--- src/rtl/sdram_pkg.sv ---
// Shared definitions for the SDRAM port arbiter: default widths, FSM encoding
// and the requestor index helper.
package sdram_pkg;

    localparam int ADDR_W_DEF = 24;
    localparam int DATA_W_DEF = 16;
    localparam int LEN_W_DEF  = 10;

    typedef enum logic [1:0] {
        ST_IDLE,
        ST_REQ,
        ST_XFER,
        ST_DONE
    } arb_state_e;

    // Writes sit on even indices, reads on odd: r = 2*ch + is_rd.
    function automatic logic [3:0] req_index(input int ch, input logic is_rd);
        return 4'((ch << 1) | int'(is_rd));
    endfunction

endpackage

--- src/rtl/rr_arbiter.sv ---
// Combinational round-robin arbiter: first asserted request at or after ptr,
// wrapping modulo N_REQ.
module rr_arbiter #(
    parameter int N_REQ = 8,
    parameter int IDX_W = $clog2(N_REQ)
) (
    input  logic [N_REQ-1:0] req,
    input  logic [IDX_W-1:0] ptr,
    output logic [N_REQ-1:0] grant,
    output logic [IDX_W-1:0] idx,
    output logic             valid
);

    always_comb begin
        int s;
        s     = 0;
        grant = '0;
        idx   = '0;
        valid = 1'b0;
        for (int k = 0; k < N_REQ; k++) begin
            s = int'(ptr) + k;
            if (s >= N_REQ) s = s - N_REQ;
            if (!valid && req[s]) begin
                valid    = 1'b1;
                idx      = IDX_W'(s);
                grant[s] = 1'b1;
            end
        end
    end

endmodule

--- src/rtl/sdram_port_arbiter.sv ---
// Multi-channel front end sharing one sdram_ctrl port among N_CH clients,
// each with a write and a read requestor, arbitrated round-robin per burst.
module sdram_port_arbiter
    import sdram_pkg::*;
#(
    parameter int N_CH   = 4,
    parameter int ADDR_W = ADDR_W_DEF,
    parameter int DATA_W = DATA_W_DEF,
    parameter int LEN_W  = LEN_W_DEF
) (
    input  logic                     clk,
    input  logic                     rst,
    input  logic [N_CH-1:0]          ch_wr_req,
    input  logic [N_CH*ADDR_W-1:0]   ch_wr_addr,
    input  logic [N_CH*LEN_W-1:0]    ch_wr_len,
    input  logic [N_CH*DATA_W-1:0]   ch_wr_data,
    output logic [N_CH-1:0]          ch_wr_ack,
    input  logic [N_CH-1:0]          ch_rd_req,
    input  logic [N_CH*ADDR_W-1:0]   ch_rd_addr,
    input  logic [N_CH*LEN_W-1:0]    ch_rd_len,
    output logic [DATA_W-1:0]        ch_rd_data,
    output logic [N_CH-1:0]          ch_rd_ack,
    output logic                     sdram_wr_req,
    output logic [ADDR_W-1:0]        sdram_wr_addr,
    output logic [LEN_W-1:0]         sdram_wr_len,
    output logic [DATA_W-1:0]        sdram_wr_data,
    input  logic                     sdram_wr_ack,
    output logic                     sdram_rd_req,
    output logic [ADDR_W-1:0]        sdram_rd_addr,
    output logic [LEN_W-1:0]         sdram_rd_len,
    input  logic [DATA_W-1:0]        sdram_rd_data,
    input  logic                     sdram_rd_ack,
    output logic                     busy,
    output logic [3:0]               grant_id
);

    localparam int N_REQ = 2 * N_CH;
    localparam int IDX_W = $clog2(N_REQ);

    arb_state_e        state, state_nxt;
    logic [IDX_W-1:0]  rr_ptr, arb_idx;
    logic [N_REQ-1:0]  elig, arb_grant;
    logic              arb_valid;
    logic [3:0]        gnt_id;
    logic [ADDR_W-1:0] addr_q, sel_addr;
    logic [LEN_W-1:0]  len_q, sel_len;
    logic [LEN_W:0]    beat_cnt, cnt_nxt;
    logic              gnt_rd, active, wr_hit, rd_hit;

    rr_arbiter #(.N_REQ(N_REQ), .IDX_W(IDX_W)) u_arb (
        .req   (elig),
        .ptr   (rr_ptr),
        .grant (arb_grant),
        .idx   (arb_idx),
        .valid (arb_valid)
    );

    assign gnt_rd  = gnt_id[0];
    assign active  = (state == ST_REQ) || (state == ST_XFER);
    // Only acks of the granted type during the burst are counted or routed.
    assign wr_hit  = active && !gnt_rd && sdram_wr_ack;
    assign rd_hit  = active &&  gnt_rd && sdram_rd_ack;
    assign cnt_nxt = beat_cnt + {{LEN_W{1'b0}}, (wr_hit | rd_hit)};

    for (genvar i = 0; i < N_CH; i++) begin : g_ch
        assign elig[2*i]   = ch_wr_req[i] && (ch_wr_len[i*LEN_W +: LEN_W] != '0);
        assign elig[2*i+1] = ch_rd_req[i] && (ch_rd_len[i*LEN_W +: LEN_W] != '0);
        assign ch_wr_ack[i] = wr_hit && (gnt_id == req_index(i, 1'b0));
        assign ch_rd_ack[i] = rd_hit && (gnt_id == req_index(i, 1'b1));
    end

    // Write data stays muxed through DONE: the controller takes data the
    // cycle after each ack, including the last one.
    always_comb begin
        sel_addr      = '0;
        sel_len       = '0;
        sdram_wr_data = '0;
        for (int i = 0; i < N_CH; i++) begin
            if (arb_grant[2*i]) begin
                sel_addr = ch_wr_addr[i*ADDR_W +: ADDR_W];
                sel_len  = ch_wr_len[i*LEN_W +: LEN_W];
            end
            if (arb_grant[2*i+1]) begin
                sel_addr = ch_rd_addr[i*ADDR_W +: ADDR_W];
                sel_len  = ch_rd_len[i*LEN_W +: LEN_W];
            end
            if (busy && !gnt_rd && gnt_id == req_index(i, 1'b0))
                sdram_wr_data = ch_wr_data[i*DATA_W +: DATA_W];
        end
    end

    always_comb begin
        state_nxt = state;
        case (state)
            ST_IDLE: if (arb_valid) state_nxt = ST_REQ;
            ST_REQ:  if (wr_hit || rd_hit) state_nxt = ST_XFER;
            ST_XFER: if (cnt_nxt == {1'b0, len_q}) state_nxt = ST_DONE;
            ST_DONE: state_nxt = ST_IDLE;
            default: state_nxt = ST_IDLE;
        endcase
    end

    always_ff @(posedge clk) begin
        if (rst) begin
            state    <= ST_IDLE;
            rr_ptr   <= '0;
            beat_cnt <= '0;
            gnt_id   <= '0;
            addr_q   <= '0;
            len_q    <= '0;
        end else begin
            state <= state_nxt;
            if (active) beat_cnt <= cnt_nxt;
            if (state == ST_IDLE && arb_valid) begin
                gnt_id   <= 4'(arb_idx);
                addr_q   <= sel_addr;
                len_q    <= sel_len;
                beat_cnt <= '0;
            end
            if (state == ST_DONE)
                rr_ptr <= (int'(gnt_id) == N_REQ - 1) ? '0 : IDX_W'(gnt_id + 4'd1);
        end
    end

    assign busy          = (state != ST_IDLE);
    assign grant_id      = gnt_id;
    assign sdram_wr_req  = (state == ST_REQ) && !gnt_rd;
    assign sdram_rd_req  = (state == ST_REQ) &&  gnt_rd;
    assign sdram_wr_addr = addr_q;
    assign sdram_rd_addr = addr_q;
    assign sdram_wr_len  = len_q;
    assign sdram_rd_len  = len_q;
    assign ch_rd_data    = sdram_rd_data;

endmodule

--- config.mk ---
export PLATFORM = sky130hd
export DESIGN_NAME = sdram_port_arbiter
export DESIGN_NICKNAME = d
export VERILOG_FILES = /design/src/rtl/sdram_pkg.sv /design/src/rtl/rr_arbiter.sv /design/src/rtl/sdram_port_arbiter.sv
export SDC_FILE = /design/constraint.sdc
export NUM_CORES = 1
export LEC_CHECK = 0
export BUFFER_PORTS_ARGS = -buffer_cell sky130_fd_sc_hd__buf_2
export CORE_AREA = 2 2 186 188
export DETAILED_ROUTE_END_ITERATION = 10
export DIE_AREA = 0 0 188 190
export GPL_TIMING_DRIVEN = 1
export PLACE_DENSITY = 0.51
export REMOVE_ABC_BUFFERS = 1
export SLEW_MARGIN = 20
export SYNTH_ARGS = -nofsm -noshare
export SYNTH_HDL_FRONTEND = slang
export SYNTH_SLANG_ARGS = --single-unit
--- constraint.sdc ---
create_clock -name clk -period 6.85 [get_ports clk]
set_input_delay 2.055 -clock clk [delete_from_list [all_inputs] [get_ports clk]]
set_output_delay 2.055 -clock clk [all_outputs]
set_load 0.02 [all_outputs]
* Word-level counts from Yosys, hierarchy flattened
Cells that the tools add are included.
Storage, ports and cells: memories kept 0, output and inout port bits 115, logic and storage cells 233, memory bits (writable) 0, bits in latches 0, input bits 364, register bits after elaboration 53, memory bits (read-only) 0
Operators by class: $mul 0, shift-type cells 0, div/mod/pow operators 0, multiplexer cells 97, equal/unequal tests 15, order comparisons 24, bitwise operators 8, add/sub/neg operators 17, reductions and logical operators 66
Operator list (count):
- 32-bit by 1-bit greater-or-equal comparator with 1-bit output (second input constant) | 8
- 32-bit by 5-bit less-than comparator with 1-bit output (second input constant) | 8
- 32-bit two-way mux | 8
- 32-bit by 5-bit greater-or-equal comparator with 1-bit output (second input constant) | 7
- 32-bit by 5-bit subtractor with 32-bit output (second input constant) | 7
- 24-bit two-way mux | 8
- 10-bit two-way mux | 8
- 10-bit nonzero test | 8
- 16-bit two-way mux | 4
- 8-bit two-way mux | 8
- 8-bit OR | 7
- 1-bit logical AND | 43
- 1-bit two-way mux | 32
- 3-bit two-way mux | 9
- 1-bit binary-select mux with 3-bit select | 8
- 1-bit demux with 3-bit select | 8
- 3-bit by 3-bit adder with 4-bit output (second input constant) | 4
- 3-bit == test (second input constant) | 4
- 11-bit by 1-bit adder with 11-bit output | 1
- 11-bit by 10-bit == test with 1-bit output | 1
- 3-bit by 2-bit adder with 4-bit output (second input constant) | 2
- 1-bit zero test | 8
- 2-bit case mux with 4 select lines | 1
- 3-bit by 1-bit == test with 1-bit output (second input constant) | 2
- 17 further kinds | 23

* Logic depth before layout (Yosys ltp)
depth in word-level cells 35, depth in mapped cells 21, mapped depth without buffers 17

* Modules after synthesis
Synthesis repeated with hierarchy kept, for this count alone.
Second synthesis, totals: cell total of the unflattened synthesis 929, area total of the unflattened synthesis 7084.3 µm²
Modules (own cells, without submodules):
- sdram_port_arbiter | area each 5704.2 µm², cells each 764, times used 1
- rr_arbiter | area each 1380.1 µm², cells each 165, times used 1

* Least setup slack after synthesis
OpenSTA, ideal clock, no wires.
kind input to register, start in ch_wr_len[11], end reg addr_q[10] (netlist: sdram_rd_addr[10]), setup time 134 ps, slack 1550 ps, data arrival time 5166 ps, buffers on the path 2, stages 13, data required time 6716 ps, path through nor4_2 > a41oi_2 > mux4_2 > mux2_2 > nor2b_1 > nand3_4 > o21ai_1 > or3_1 > buf_2 > clkbuf_1 > a32o_1 > a222oi_1 > o31ai_2
On the way: longest elaborated chain between the ends 35
RTL lines:
- from (decl) | line sdram_port_arbiter.sv:15 | input logic [N_CH*LEN_W-1:0] ch_wr_len,
- 10-bit nonzero test (*) | line sdram_port_arbiter.sv:66 | assign elig[2*i] = ch_wr_req[i] && (ch_wr_len[i*LEN_W +: LEN_W] != '0);
- 1-bit logical AND (*) | line sdram_port_arbiter.sv:66
- 1-bit binary-select mux with 3-bit select | line rr_arbiter.sv:23 | if (!valid && req[s]) begin
- 1-bit two-way mux (not written as such) (2 in a row) | line rr_arbiter.sv:23
- 1-bit two-way mux | line rr_arbiter.sv:23
- 1-bit zero test | line rr_arbiter.sv:23
- 1-bit logical AND | line rr_arbiter.sv:23
- 1-bit two-way mux | line rr_arbiter.sv:23
- (+18 left out)
- 24-bit two-way mux | line sdram_port_arbiter.sv:79 | if (arb_grant[2*i]) begin
- 24-bit two-way mux | line sdram_port_arbiter.sv:83 | if (arb_grant[2*i+1]) begin
- 24-bit two-way mux | line sdram_port_arbiter.sv:79
- 24-bit two-way mux | line sdram_port_arbiter.sv:83
- 24-bit two-way mux | line sdram_port_arbiter.sv:79
- 24-bit two-way mux | line sdram_port_arbiter.sv:83
- 24-bit two-way mux | line sdram_port_arbiter.sv:79
- 24-bit two-way mux | line sdram_port_arbiter.sv:83
- to (signal assigned) | line sdram_port_arbiter.sv:116 | addr_q <= sel_addr;
- to (decl) | line sdram_port_arbiter.sv:45 | logic [ADDR_W-1:0] addr_q, sel_addr;
Mark *: on every way between the ends. The rest lies on a longest branch, timed or not. The select of a mux whose other input is x is not followed. A chain may end at the register's enable or synchronous reset.

* Worst setup path in the final report
start in ch_rd_len[1], end reg addr_q[16] (netlist: sdram_rd_addr[16])
On the way: longest elaborated chain between the ends 35
RTL lines:
- from (decl) | line sdram_port_arbiter.sv:20 | input logic [N_CH*LEN_W-1:0] ch_rd_len,
- 10-bit nonzero test (*) | line sdram_port_arbiter.sv:67 | assign elig[2*i+1] = ch_rd_req[i] && (ch_rd_len[i*LEN_W +: LEN_W] != '0);
- 1-bit logical AND (*) | line sdram_port_arbiter.sv:67
- 1-bit binary-select mux with 3-bit select | line rr_arbiter.sv:23
- 1-bit two-way mux (not written as such) (2 in a row) | line rr_arbiter.sv:23
- 1-bit two-way mux | line rr_arbiter.sv:23
- 1-bit zero test | line rr_arbiter.sv:23
- 1-bit logical AND | line rr_arbiter.sv:23
- 1-bit two-way mux | line rr_arbiter.sv:23
- (+18 left out)
- 24-bit two-way mux | line sdram_port_arbiter.sv:79
- 24-bit two-way mux | line sdram_port_arbiter.sv:83
- 24-bit two-way mux | line sdram_port_arbiter.sv:79
- 24-bit two-way mux | line sdram_port_arbiter.sv:83
- 24-bit two-way mux | line sdram_port_arbiter.sv:79
- 24-bit two-way mux | line sdram_port_arbiter.sv:83
- 24-bit two-way mux | line sdram_port_arbiter.sv:79
- 24-bit two-way mux | line sdram_port_arbiter.sv:83
Marks and branches as above.

==> results.json <==
{
  "crit_buf_inv": 4,
  "root_buffer": "clkbuf_16",
  "p_seq_share_pct": 14.1,
  "fin_total_pwr_mw": 3.72,
  "cts_setup_buffers": 0,
  "ys_types": 79,
  "ant_nets": 0,
  "worstSetupEndpointType": "flip-flop",
  "status": "completed",
  "dieArea_mm2": 0.0357,
  "synth_warnings": 0,
  "place_area_mm2": 0.0102,
  "seq_area_frac_synth_pct": 14.3,
  "sw_frac_of_total_pct": 54.9,
  "synthMuxAreaShare_pct": 9.41,
  "cts_tree": "built",
  "final-hold-violation-count": 0,
  "ys_seq_elements": 53,
  "crit_family": "compound AO/OA/AOI/OAI gates",
  "overflow": 0,
  "nets": 1659,
  "fp-row-count": 68,
  "regToRegStartpoint": "rr_ptr[1]$_SDFFE_PP0N_",
  "io_pins": 479,
  "core_area_mm2": 0.0339,
  "yosys-top-cells-area": "dfxtp_1 (14%), o221ai_1 (6.8%), buf_4 (6.0%), a222oi_1 (5.7%), mux4_2 (4.5%)",
  "synth-async-reset-ratio_pct": 0,
  "yosysMostFrequentCell": "nor2_1",
  "worst_pin_slew_ns": 1.09,
  "max_stage_delay_ns": 0.54,
  "fill_cells": 3684,
  "worstPathMaxFanout": 26,
  "synthToLayoutAreaGrowth_pct": 40.2,
  "switching_power_mw": 2.04,
  "grt_pass1_vias": 9567,
  "grt.total_usage_pct": 22.5,
  "final_max_slew_viol_count": 0,
  "cts.clk_slew.worst_paths_ns": 0.09,
  "drv_cap": 0,
  "cts-resized-gates": 0,
  "synth_area_per_cell_um2": 8.46,
  "die_width_um": 188,
  "drive_gt1_share_pct": 49.8,
  "period_needed_ns": 6.03,
  "grt_pass1_wl_um": 60800,
  "synth_compound_area_share_pct": 40.3,
  "worstReg2RegEnd": "sdram_rd_addr[16]$_SDFFE_PP0P_",
  "p_comb_share_pct": 78.1,
  "startpoint": "ch_rd_len[1]",
  "cp_common_cell": "buf_4",
  "htreeDepth": 2,
  "critPathKind": "in -> reg",
  "die_h_um": 190,
  "hp-class": "reg -> reg",
  "timing.fmax_ghz": 0.166,
  "cp_slowest_cell": "mux4_2",
  "synth_commonest_cells": "nor2_1 (66), buf_4 (59), o221ai_1 (58)",
  "peakVddDrop_mv": 0.251,
  "start_util_pct": 21.9,
  "post-route-period-util_pct": 88.0,
  "r2r_setup_slack_ns": 1.66,
  "portBuffers": 445,
  "dp_slack_ns": 0.501,
  "power.density_mw_per_mm2": 357,
  "p_int_mw": 1.68,
  "final_util_pct": 30.7,
  "grt_start_max_net_pins": 41,
  "ys.flop_type": "dfxtp_1",
  "clock_path_buffers": 2,
  "vias_per_cell": 5.60,
  "wl_um": 42700,
  "clock-sinks": 53,
  "dp_hpwl_um": 34600,
  "startpoint_type": "input pin",
  "synthSimpleGateAreaFrac_pct": 16.3,
  "numCtsBuffers": 5,
  "netlist_instances": 878,
  "worstSkewPairLatency_ns": 0.32,
  "clockPowerShare_pct": 7.8,
  "drc_errors": 0,
  "drt_iter0_markers": 931,
  "design_area_mm2": 0.0104,
  "synth-xor-area-share_pct": 3.42,
  "yosysTopAreaCell": "dfxtp_1",
  "routabilityCongestion": 0.993,
  "critPathCapture": "sdram_rd_addr[16]$_SDFFE_PP0P_",
  "worstPathArrival_ns": 6.22,
  "routedWlPerCell_um": 24.6,
  "hold_buffers": 0,
  "synth_top_family_by_area": "compound AO/OA/AOI/OAI gates",
  "power.leakage_nw": 4.59,
  "setup_violations": 0,
  "dr_total_vias": 9746,
  "crit_required_ns": 7.04,
  "crit_cells": 15,
  "slew_headroom_pct": 26.9,
  "antenna_found_initial": 12,
  "synth_top_cell_area_share_pct": 14.3,
  "setup_tns_ns": 0,
  "finalClockSkew_ns": 0.0170,
  "synth_edf_count": 0,
  "setup_ws_ns": 0.820,
  "drt_pre_antenna_iters": 8,
  "syn_area_mm2": 0.00743,
  "synth_fa_ha_area_share_pct": 3.37,
  "crit_chain": "buf_2, nor4_2, a31oi_2, mux2i_1, mux4_2, a22o_1, buf_4, a32oi_1, a31oi_1, or3_2, buf_12, buf_4, a32o_1, a222oi_1, o31ai_2",
  "reg2reg_depth": 15,
  "grt_setup_unrepaired": "false"
}
[per-layer routing]
metal / part of all wire, % / vias to the layer above / GRT usage [%]
li1: - / 4347 / -
met1: 39 / 4595 / 28.0
met2: 46 / 711 / 37.2
met3: 10 / 87 / 5.90
met4: 3.8 / 6 / 8.18
met5: 0.096 / - / 0
[power groups by stage]
stage	logic (mW)	registers, mW	clock network, mW
global placement	2.87	0.532	0
detailed placement	2.87	0.534	0
floorplan	1.49	0.661	0
global route	3.08	0.537	0.306
CTS	2.88	0.527	0.297
finish	2.91	0.526	0.289
[worst min path at each step]
stage / endpoint / from / depth (start not counted)
2_1_floorplan: beat_cnt[0]$_SDFFE_PP0N_ / beat_cnt[0]$_SDFFE_PP0N_ / 2
3_3_place_gp: beat_cnt[0]$_SDFFE_PP0N_ / beat_cnt[0]$_SDFFE_PP0N_ / 2
3_5_place_dp: beat_cnt[0]$_SDFFE_PP0N_ / beat_cnt[0]$_SDFFE_PP0N_ / 2
4_1_cts: beat_cnt[0]$_SDFFE_PP0N_ / beat_cnt[0]$_SDFFE_PP0N_ / 2
5_1_grt: sdram_rd_addr[6]$_SDFFE_PP0P_ / sdram_rd_addr[6]$_SDFFE_PP0P_ / 2
6_report: beat_cnt[0]$_SDFFE_PP0N_ / beat_cnt[0]$_SDFFE_PP0N_ / 2
[cells by family after synthesis]
family                     count (synthesis)
AOI/OAI and AO/OA                        330
buffers and inverters                    169
xor gates and xnor gates                  29
DFF                                       53
other                                      1
adders and majority gates                 20
and+or+nand+nor                          227
muxes                                     49
[tightest hold or removal path, cell delays in order, from the launching register on]
cell     delay (ns)
dfxtp_1        0.34
mux2i_1        0.07
nor2_1         0.08
[flip-flops by register name, indices dropped and copies added (netlist names)]
| name | flops |
|---|---|
| rr_ptr | 3 |
| sdram_rd_addr | 24 |
| beat_cnt | 11 |
| sdram_rd_len | 10 |
| state | 2 |
| grant_id | 3 |
[final cells by class]
| type | count | area [µm²] | share of cell area [%] |
|---|---|---|---|
| multi-input cells | 656 | 5470 | 52.5 |
| repair buffers | 525 | 3020 | 28.9 |
| flip-flops and latches | 53 | 1060 | 10.2 |
| well taps | 455 | 569 | 5.46 |
| inverters | 34 | 128 | 1.23 |
| clock buffers | 5 | 125 | 1.20 |
| clock inverters | 3 | 26.3 | 0.252 |
| diodes | 9 | 22.5 | 0.216 |
[stage by stage]
stage               hold slack [ns]  std cells
floorplan                     0.467        743
global placement              0.487       1723
detailed placement            0.503       1723
CTS                           0.522       1731
global route                  0.562       1738
finish                        0.517       1740
[layout by cell type (no fill, tap or decap), drive strengths merged, types with 6 or more instances in the layout]
master	instances
o21ai	20
xor2	18
mux2	17
mux2i	17
or3	8
o21a	9
inv	35
a211oi	6
o31ai	26
a211o	10
and3	13
and2	6
a221oi	53
dfxtp	53
diode	9
a21oi	24
a311oi	6
nand4	8
nand3	19
xnor2	11
nor2	67
a222oi	42
mux4	15
buf	525
nand2b	22
nor3	13
o221ai	58
nor4	24
ha	20
o22ai	9
a31oi	15
a32o	24
nand2	34
Power figures use the tool's default switching activity.
